==> src/rtl/score_digit_renderer.sv <==
// Two-digit score renderer: frame-latched glyph addresses, numbers-ROM row fetch,
// 2-cycle pixel pipeline to score_on. Optional blink after score change: SCORE_BLINK_EN.
module score_digit_renderer #(
    parameter int ORIGIN_X     = 560,
    parameter int ORIGIN_Y     = 8,
    parameter int BLINK_FRAMES = 32
) (
    input  logic       Clk,
    input  logic       Reset_n,
    input  logic       frame_start,
    input  logic       pix_valid,
    input  logic [9:0] DrawX,
    input  logic [9:0] DrawY,
    input  logic [7:0] numAddr1,
    input  logic [7:0] numAddr2,
    output logic [7:0] rom_addr,
    input  logic [7:0] rom_data,
    output logic       score_on,
    output logic       score_valid
);

    localparam int         STAGES = 2;
    localparam logic [9:0] OX     = 10'(ORIGIN_X);
    localparam logic [9:0] OY     = 10'(ORIGIN_Y);

    if (BLINK_FRAMES < 1 || BLINK_FRAMES > 63) begin : g_bad_blink
        $error("BLINK_FRAMES must fit the 6-bit blink counter");
    end

    typedef struct packed {
        logic [2:0] col;
        logic       inbox;
        logic       blank;
    } s0_t;

    logic [7:0]        shadow_tens, shadow_ones;
    logic [STAGES:1]   vld_pipe;
    s0_t               s0_d, s0_n;
    logic [9:0]        relx, rely;
    logic [7:0]        sel;
    logic              suppress;

    // Box test via the wrapped offset: anything left of/above the origin wraps past 16.
    assign relx = DrawX - OX;
    assign rely = DrawY - OY;
    assign sel  = relx[3] ? shadow_ones : shadow_tens;

    always_comb begin
        s0_n       = '0;
        s0_n.col   = relx[2:0];
        s0_n.inbox = (relx < 10'd16) && (rely < 10'd16);
        s0_n.blank = (sel[7:4] >= 4'd10) || (!relx[3] && shadow_tens[7:4] == 4'd0);
    end

    // Shadows update at the edge, so a coincident strobe still sees the old score.
    always_ff @(posedge Clk or negedge Reset_n) begin
        if (!Reset_n) begin
            shadow_tens <= '0;
            shadow_ones <= '0;
        end else if (frame_start) begin
            shadow_tens <= numAddr1;
            shadow_ones <= numAddr2;
        end
    end

`ifdef SCORE_BLINK_EN
    logic [5:0] blink_cnt;

    always_ff @(posedge Clk or negedge Reset_n) begin
        if (!Reset_n) begin
            blink_cnt <= '0;
        end else if (frame_start) begin
            if ({numAddr1, numAddr2} != {shadow_tens, shadow_ones})
                blink_cnt <= 6'(BLINK_FRAMES);
            else if (blink_cnt != 6'd0)
                blink_cnt <= blink_cnt - 6'd1;
        end
    end

    assign suppress = (blink_cnt != 6'd0) && blink_cnt[2];
`else
    assign suppress = 1'b0;
`endif

    always_ff @(posedge Clk or negedge Reset_n) begin
        if (!Reset_n) begin
            rom_addr <= '0;
            s0_d     <= '0;
            vld_pipe <= '0;
            score_on <= 1'b0;
        end else begin
            vld_pipe <= {vld_pipe[STAGES-1:1], pix_valid};
            if (pix_valid) begin
                rom_addr <= {sel[7:4], rely[3:0]};
                s0_d     <= s0_n;
            end
            score_on <= vld_pipe[1] & s0_d.inbox & ~s0_d.blank & ~suppress
                        & rom_data[3'd7 - s0_d.col];
        end
    end

    assign score_valid = vld_pipe[STAGES];

endmodule

==> config.mk <==
export PLATFORM = sky130hd
export DESIGN_NAME = score_digit_renderer
export DESIGN_NICKNAME = d
export VERILOG_FILES = /design/src/rtl/score_digit_renderer.sv
export SDC_FILE = /design/constraint.sdc
export NUM_CORES = 1
export LEC_CHECK = 0
export CORE_ASPECT_RATIO = 1.1
export CORE_UTILIZATION = 41
export CTS_CLUSTER_DIAMETER = 80
export DETAILED_ROUTE_END_ITERATION = 8
export PLACE_DENSITY = 0.89
export SLEW_MARGIN = 20
export SYNTH_ARGS = -nofsm -noshare
export SYNTH_HDL_FRONTEND = slang
export SYNTH_SLANG_ARGS = --single-unit
==> constraint.sdc <==
create_clock -name Clk -period 2 [get_ports Clk]
set_input_delay 0.6 -clock Clk [delete_from_list [all_inputs] [get_ports Clk]]
set_output_delay 0.6 -clock Clk [all_outputs]
set_load 0.02 [all_outputs]
==> results of run 1 <==
==> layer usage <==
| layer | GRT usage | wire, um | vias to the layer above |
|---|---|---|---|
| li1 | - | - | 387 |
| met1 | 0.162 | 823 | 386 |
| met2 | 0.347 | 1190 | 35 |
| met3 | 0.0273 | 148 | 5 |
| met4 | 0.0762 | 46 | 0 |
| met5 | 0 | 0 | - |
==> worst min-delay path by stage <==
stage	start	endpoint	slack (ns)	cells past startpoint
after floorplan	Reset_n	rom_addr[0]	0.30	0
after global placement	vld_pipe[1]	vld_pipe[2]	0.36	0
after detailed placement	vld_pipe[1]	vld_pipe[2]	0.37	0
after CTS	vld_pipe[1]	vld_pipe[2]	0.39	0
after global routing	vld_pipe[1]	vld_pipe[2]	0.42	0
final	vld_pipe[1]	vld_pipe[2]	0.39	0
==> per-stage QoR <==
stage	hold WS (ns)	utilization	power [mW]	setup slack [ns]	TNS, ns
final	0.392	0.691	1.02	0.0849	0
after global routing	0.419	0.691	1.07	0.0599	0
after CTS	0.394	0.691	1.03	0.0847	0
after detailed placement	0.367	0.681	0.832	-0.0447	-0.0447
after global placement	0.355	0.681	0.820	-0.00935	-0.00935
after floorplan	0.304	-	0.678	0.584	0
==> report_power, final <==
part           switching [mW]  total, mW  leakage, nW  internal [mW]
Combinational          0.0911      0.256        0.369          0.165
Sequential             0.0327      0.564        0.283          0.531
Clock                   0.134      0.204       0.0138         0.0704
Total                   0.258       1.02        0.665          0.766
==> Yosys cell counts <==
master and instances:
inv_1 3, o211ai_1 1, buf_2 3, clkbuf_1 1
nor4b_1 1, o22a_2 1, nand2_1 2, ha_1 1
nor3_1 2, a21oi_1 5, mux2i_1 5, or4_1 1
mux4_2 2, nand4_1 1, xnor2_1 1, xor2_1 1
mux2_2 15, o32ai_1 1, nor2b_1 1, nand3_1 1
dfrtp_1 24, o21ai_0 1, nor2_1 5
==> registers in the layout (all words and copies together), names as in the netlist <==
register     flops
rom_addr         8
s0_d             5
shadow_ones      4
shadow_tens      4
vld_pipe         2
score_on         1
==> area by class of cell <==
cell class / count / area share
Clock buffer: 3 / 0.0139
Inverter: 3 / 0.00696
Multi-Input combinational cell: 48 / 0.260
Sequential cell: 24 / 0.371
Tap cell: 30 / 0.0232
Timing Repair Buffer: 52 / 0.325
==> placed cells by master, fill, tap and decap left out, types with 2 or more instances in the layout <==
cell             instances
a21oi_1                  5
clkbuf_4                 3
mux2i_1                  5
dfrtp_1                 24
inv_1                    3
buf_4                    2
nand2_1                  2
mux4_2                   2
nor2_1                   5
clkdlybuf4s50_1         49
nor3_1                   2
mux2_2                  15
==> cell families after synthesis <==
group / Yosys count
muxes: 22
xor gates and xnor gates: 2
DFF: 24
and+or+nand+nor: 14
buffers and inverters: 7
AOI/OAI and AO/OA: 9
adders and majority gates: 1
==> reports/qor.yml, run 1 <==
final_layout:
  multi_input_area_um2: 420
  regArea_um2: 601
  stdcell_count: 160
  final_nets: 181
  syn_to_final_growth_pct: 53.9
  fin_area_um2: 1620
  nFillCells: 192
  antenna_cells: 0
  drive_gt1_frac: 0.185
pwr:
  ir_drop_v: 0.000468
  power_density_nw_per_um2: 633
  p_leak_nw: 0.665
worst_setup_path:
  cp_num_buf_inv: 1
  critical-path-max-stage-delay_ns: 0.61
  r2r_start: "shadow_tens[5]"
  crit_chain: "clkdlybuf4s50_1"
  cp.depth: 1
  crit_path_end: "rom_addr[5]"
  reg2reg_depth: 3
  cp.arrival_ns: 1.32
  reg2reg_to: "s0_d[0]"
  setup.worst_path.class: "flip-flop to output port"
  cp-startpoint: "rom_addr[5]"
  r2r_slack_ns: 0.71
  path_delay_family: "buffers and inverters"
  crit_path_end_kind: "output port"
  cp_max_fo: 2
  cp-start-kind: "flip-flop"
  slowest_stage: "clkdlybuf4s50_1"
  crit_required_ns: 1.40
synth:
  synth-simple-area-share: 0.0667
  synth_top_family_by_area: "multiplexers"
  synth_compound_area_frac: 0.0536
  syn_avg_cell_area_um2: 13.3
  ys_seq_elements: 24
  yosysTopAreaCell: "dfrtp_1"
  syn_inst: 79
  ys_warn_count: 0
  netlist.area_leader.share: 0.571
  syn-cell-area_um2: 1050
  seq_area_frac_synth: 0.571
  synthXorXnorAreaFrac: 0.0167
  synthDistinctLibCells: 23
  synthMuxAreaShare: 0.251
  syn_nets: 128
  yosys.area_share.adder: 0.0119
  netlist_top_cells_area: "dfrtp_1 57%, mux2_2 16%, mux2i_1 4.8%, mux4_2 4.3%, a21oi_1 2.4%"
route:
  viasPerCell: 5.08
  avgRoutedWirePerCell_um: 13.8
  antenna_left: 0
  via_count: 813
  drt_pass1_iterations: 3
  wirelength_um: 2210
  drcViolationCount: 0
  drtIter0Drc: 5
clock_network:
  cts_setup_buffers: 0
  ctsHoldBuffers: 0
  clk_latency_ns: 0.31
  cts_root_buf: "clkbuf_4"
  clockBufferDepth: 2
  cts.repair.resized: 0
  h-tree-depth: 1
  cts_tree: "done"
  clkSinkCount: 24
  cts-buffers-inserted: 3
  clk_pin_slew_ns: 0.12
sta:
  min_period_over_period: 0.958
  finalCriticalPeriod_ns: 1.92
  drv_slew: 0
  max_slew.worst_pin.slew_ns: 0.322
  finalSetupViolations: 0
  grt_setup_unrepaired: "no"
  clock_skew_ns: 0.00538
  relSlewSlack: 0.785
  timing_hold_violations_final: 0
  fmax_mhz: 522
global_routing:
  grtUsageTotal: 0.167
  grt_pass1_vias: 814
  grt_pass1_wl_um: 3350
  grt-ovfl-total: 0
  grt_max_degree: 25
  antenna_found_initial: 0
floorplanning:
  core_area_um2: 2340
  pin_count: 58
  rows: 18
  dieHeight_um: 55.1
  die_w_um: 50.3
  die-area_um2: 2770
  start_util: 0.449
worst_hold_path:
  hp-class: "flip-flop to flip-flop"
flow_run:
  maxCapViolCount: 0
place:
  gp_congestion: 0.660
  dp_hpwl_um: 1770
  placed_area_um2: 1600
  portBuffers: 49
  placed_cells: 157
status:
  status: "completed"
(Power assumes the default switching activity.)
==> run 2, diff against run 1 <==
--- a/config.mk
+++ b/config.mk
@@ -6,6 +6,7 @@
 export NUM_CORES = 1
 export LEC_CHECK = 0
 export CORE_ASPECT_RATIO = 1.1
+export CORE_MARGIN = 4
 export CORE_UTILIZATION = 41
 export CTS_CLUSTER_DIAMETER = 80
 export DETAILED_ROUTE_END_ITERATION = 8
==> run 2 against run 1 <==
Effect of this change:
- clock skew up 0.0031 ns
- total power up 4.9%
- via count down 1.4%
- wire length up 3.8%
- non-clock buffer count unchanged
- sequential share of layout area down 0.31 points
- die area up 24%
- worst hold slack worse by 0.016 ns
- sequential power about the same
==> reports/qor.yml, run 2 (synthesis gave the netlist of run 1 again) <==
sta:
  min_period_over_period: 0.959
  relSlewSlack: 0.776
  max_slew.worst_pin.slew_ns: 0.335
  drv_slew: 0
  clock_skew_ns: 0.00847
  timing_hold_violations_final: 0
  finalCriticalPeriod_ns: 1.92
  finalSetupViolations: 0
  fmax_mhz: 521
  hold_ws_ns: 0.377
  grt_setup_unrepaired: "no"
  setup_slack_ns: 0.0823
clock_network:
  h-tree-depth: 1
  clockBufferDepth: 2
  clk_pin_slew_ns: 0.13
  cts_tree: "done"
  clkSinkCount: 24
  cts_setup_buffers: 0
  cts.repair.resized: 0
  clk_latency_ns: 0.32
  cts_root_buf: "clkbuf_4"
  ctsHoldBuffers: 0
  cts-buffers-inserted: 3
floorplanning:
  dieHeight_um: 61.1
  die_w_um: 56.3
  die-area_um2: 3440
  start_util: 0.449
  core_area_um2: 2340
  rows: 18
  pin_count: 58
global_routing:
  grt-ovfl-total: 0
  antenna_found_initial: 0
  grt_max_degree: 25
  grt_pass1_vias: 877
  grt_pass1_wl_um: 3740
  grtUsageTotal: 0.141
final_layout:
  nFillCells: 190
  layout_commonest_cell: "clkdlybuf4s50_1"
  syn_to_final_growth_pct: 55.2
  top_register: "rom_addr"
  reg_top3: "rom_addr x8, s0_d x5"
  final_nets: 181
  drive_gt1_frac: 0.191
  final_cell_mix: "49 x clkdlybuf4s50_1, 24 x dfrtp_1, 15 x mux2_2"
  antenna_cells: 0
  largest_reg_flops: 8
route:
  avgRoutedWirePerCell_um: 14.2
  wirelength_um: 2290
  via_count: 802
  wl_met1_um: 893
  viasPerCell: 4.98
  route.met3.wl_um: 186
  drtIter0Drc: 6
  wl_met2_um: 1190
  top_layer_used: "met4"
  antenna_left: 0
  drt_pass1_iterations: 2
  drcViolationCount: 0
worst_setup_path:
  slowest_stage: "clkdlybuf4s50_1"
  cp_num_buf_inv: 1
  setup.worst_path.class: "flip-flop to output port"
  critical-path-max-stage-delay_ns: 0.61
  cp_max_fo: 2
  cp-start-kind: "flip-flop"
  crit_chain: "clkdlybuf4s50_1"
  path_delay_family: "buffers and inverters"
  cp.arrival_ns: 1.32
  crit_path_end_kind: "output port"
  crit_required_ns: 1.40
worst_hold_path:
  hp-class: "flip-flop to flip-flop"
flow_run:
  maxCapViolCount: 0
place:
  gp_congestion: 0.849
  place_worst_setup_slack_ns: -0.143
  portBuffers: 49
  dp_hpwl_um: 1870
pwr:
  p_leak_nw: 0.673
  power_density_nw_per_um2: 658
  ir_drop_v: 0.000475
status:
  status: "completed"
[run 2: cell types whose count changed in the layout (fill, tap and decap cells not counted)]
cell / delta
clkbuf_8: +1
[run 2: area by class of cell]
cell class / count / area, um^2 / area share
clock buffers: 4 / 36.3 / 0.0222
inverters: 3 / 11.3 / 0.00690
multi-input cells: 48 / 420 / 0.258
flip-flops and latches: 24 / 601 / 0.368
well taps: 30 / 37.5 / 0.0230
repair buffers: 52 / 526 / 0.322
[run 2: routing by layer]
metal | track usage | vias up
met2 | 0.274 | 34
met3 | 0.0398 | 3
li1 | - | 386
met1 | 0.144 | 379
met4 | 0.0610 | 0
met5 | 0 | -
[run 2: final timing paths]
check                                     from             end  slack, ns  cells after the start
worst max-delay path               rom_addr[4]     rom_addr[4]       0.08                      1
worst min-delay path               vld_pipe[1]     vld_pipe[2]       0.38                      0
worst max register to register  shadow_tens[5]         s0_d[0]       0.70                      3
worst min register to register     vld_pipe[1]     vld_pipe[2]       0.38                      0
max in group asynchronous              Reset_n         s0_d[2]       1.15                      2
min in group asynchronous              Reset_n  shadow_tens[5]       0.61                      2
[run 2: report_power, final]
part | switching [mW] | internal, mW
registers | 0.0319 | 0.531
logic | 0.0902 | 0.165
clock network | 0.144 | 0.111
total | 0.267 | 0.807
[run 2: per-stage QoR]
step / util / area, um^2 / cells / total power, mW / TNS (ns)
finish: 0.697 / 1630 / 161 / 1.07 / 0
global placement: 0.681 / 1600 / 157 / 0.821 / -0.0204
global route: 0.697 / 1630 / 161 / 1.12 / 0
floorplan: - / 1050 / 79 / 0.678 / 0
detailed placement: 0.681 / 1600 / 157 / 0.832 / -0.143
CTS: 0.697 / 1630 / 161 / 1.08 / 0
==> run 3, diff against run 2 <==
--- a/config.mk
+++ b/config.mk
@@ -10,6 +10,7 @@
 export CORE_UTILIZATION = 41
 export CTS_CLUSTER_DIAMETER = 80
 export DETAILED_ROUTE_END_ITERATION = 8
+export GPL_TIMING_DRIVEN = 1
 export PLACE_DENSITY = 0.89
 export SLEW_MARGIN = 20
 export SYNTH_ARGS = -nofsm -noshare
==> constraint.sdc (replaced) <==
create_clock -name Clk -period 2 [get_ports Clk]
set_input_delay 0.6 -clock Clk [delete_from_list [all_inputs] [get_ports Clk]]
set_output_delay 0.6 -clock Clk [all_outputs]
set_load 0.01 [all_outputs]
==> results of run 3 <==
Same layout as run 2 (identical final DEF). Status: completed.
Among the figures that moved: setup slack after layout 0.0823 ns -> 0.150 ns; total power 1.07 mW -> 1.06 mW; worst IR drop on VDD 0.000475 V -> 0.000467 V
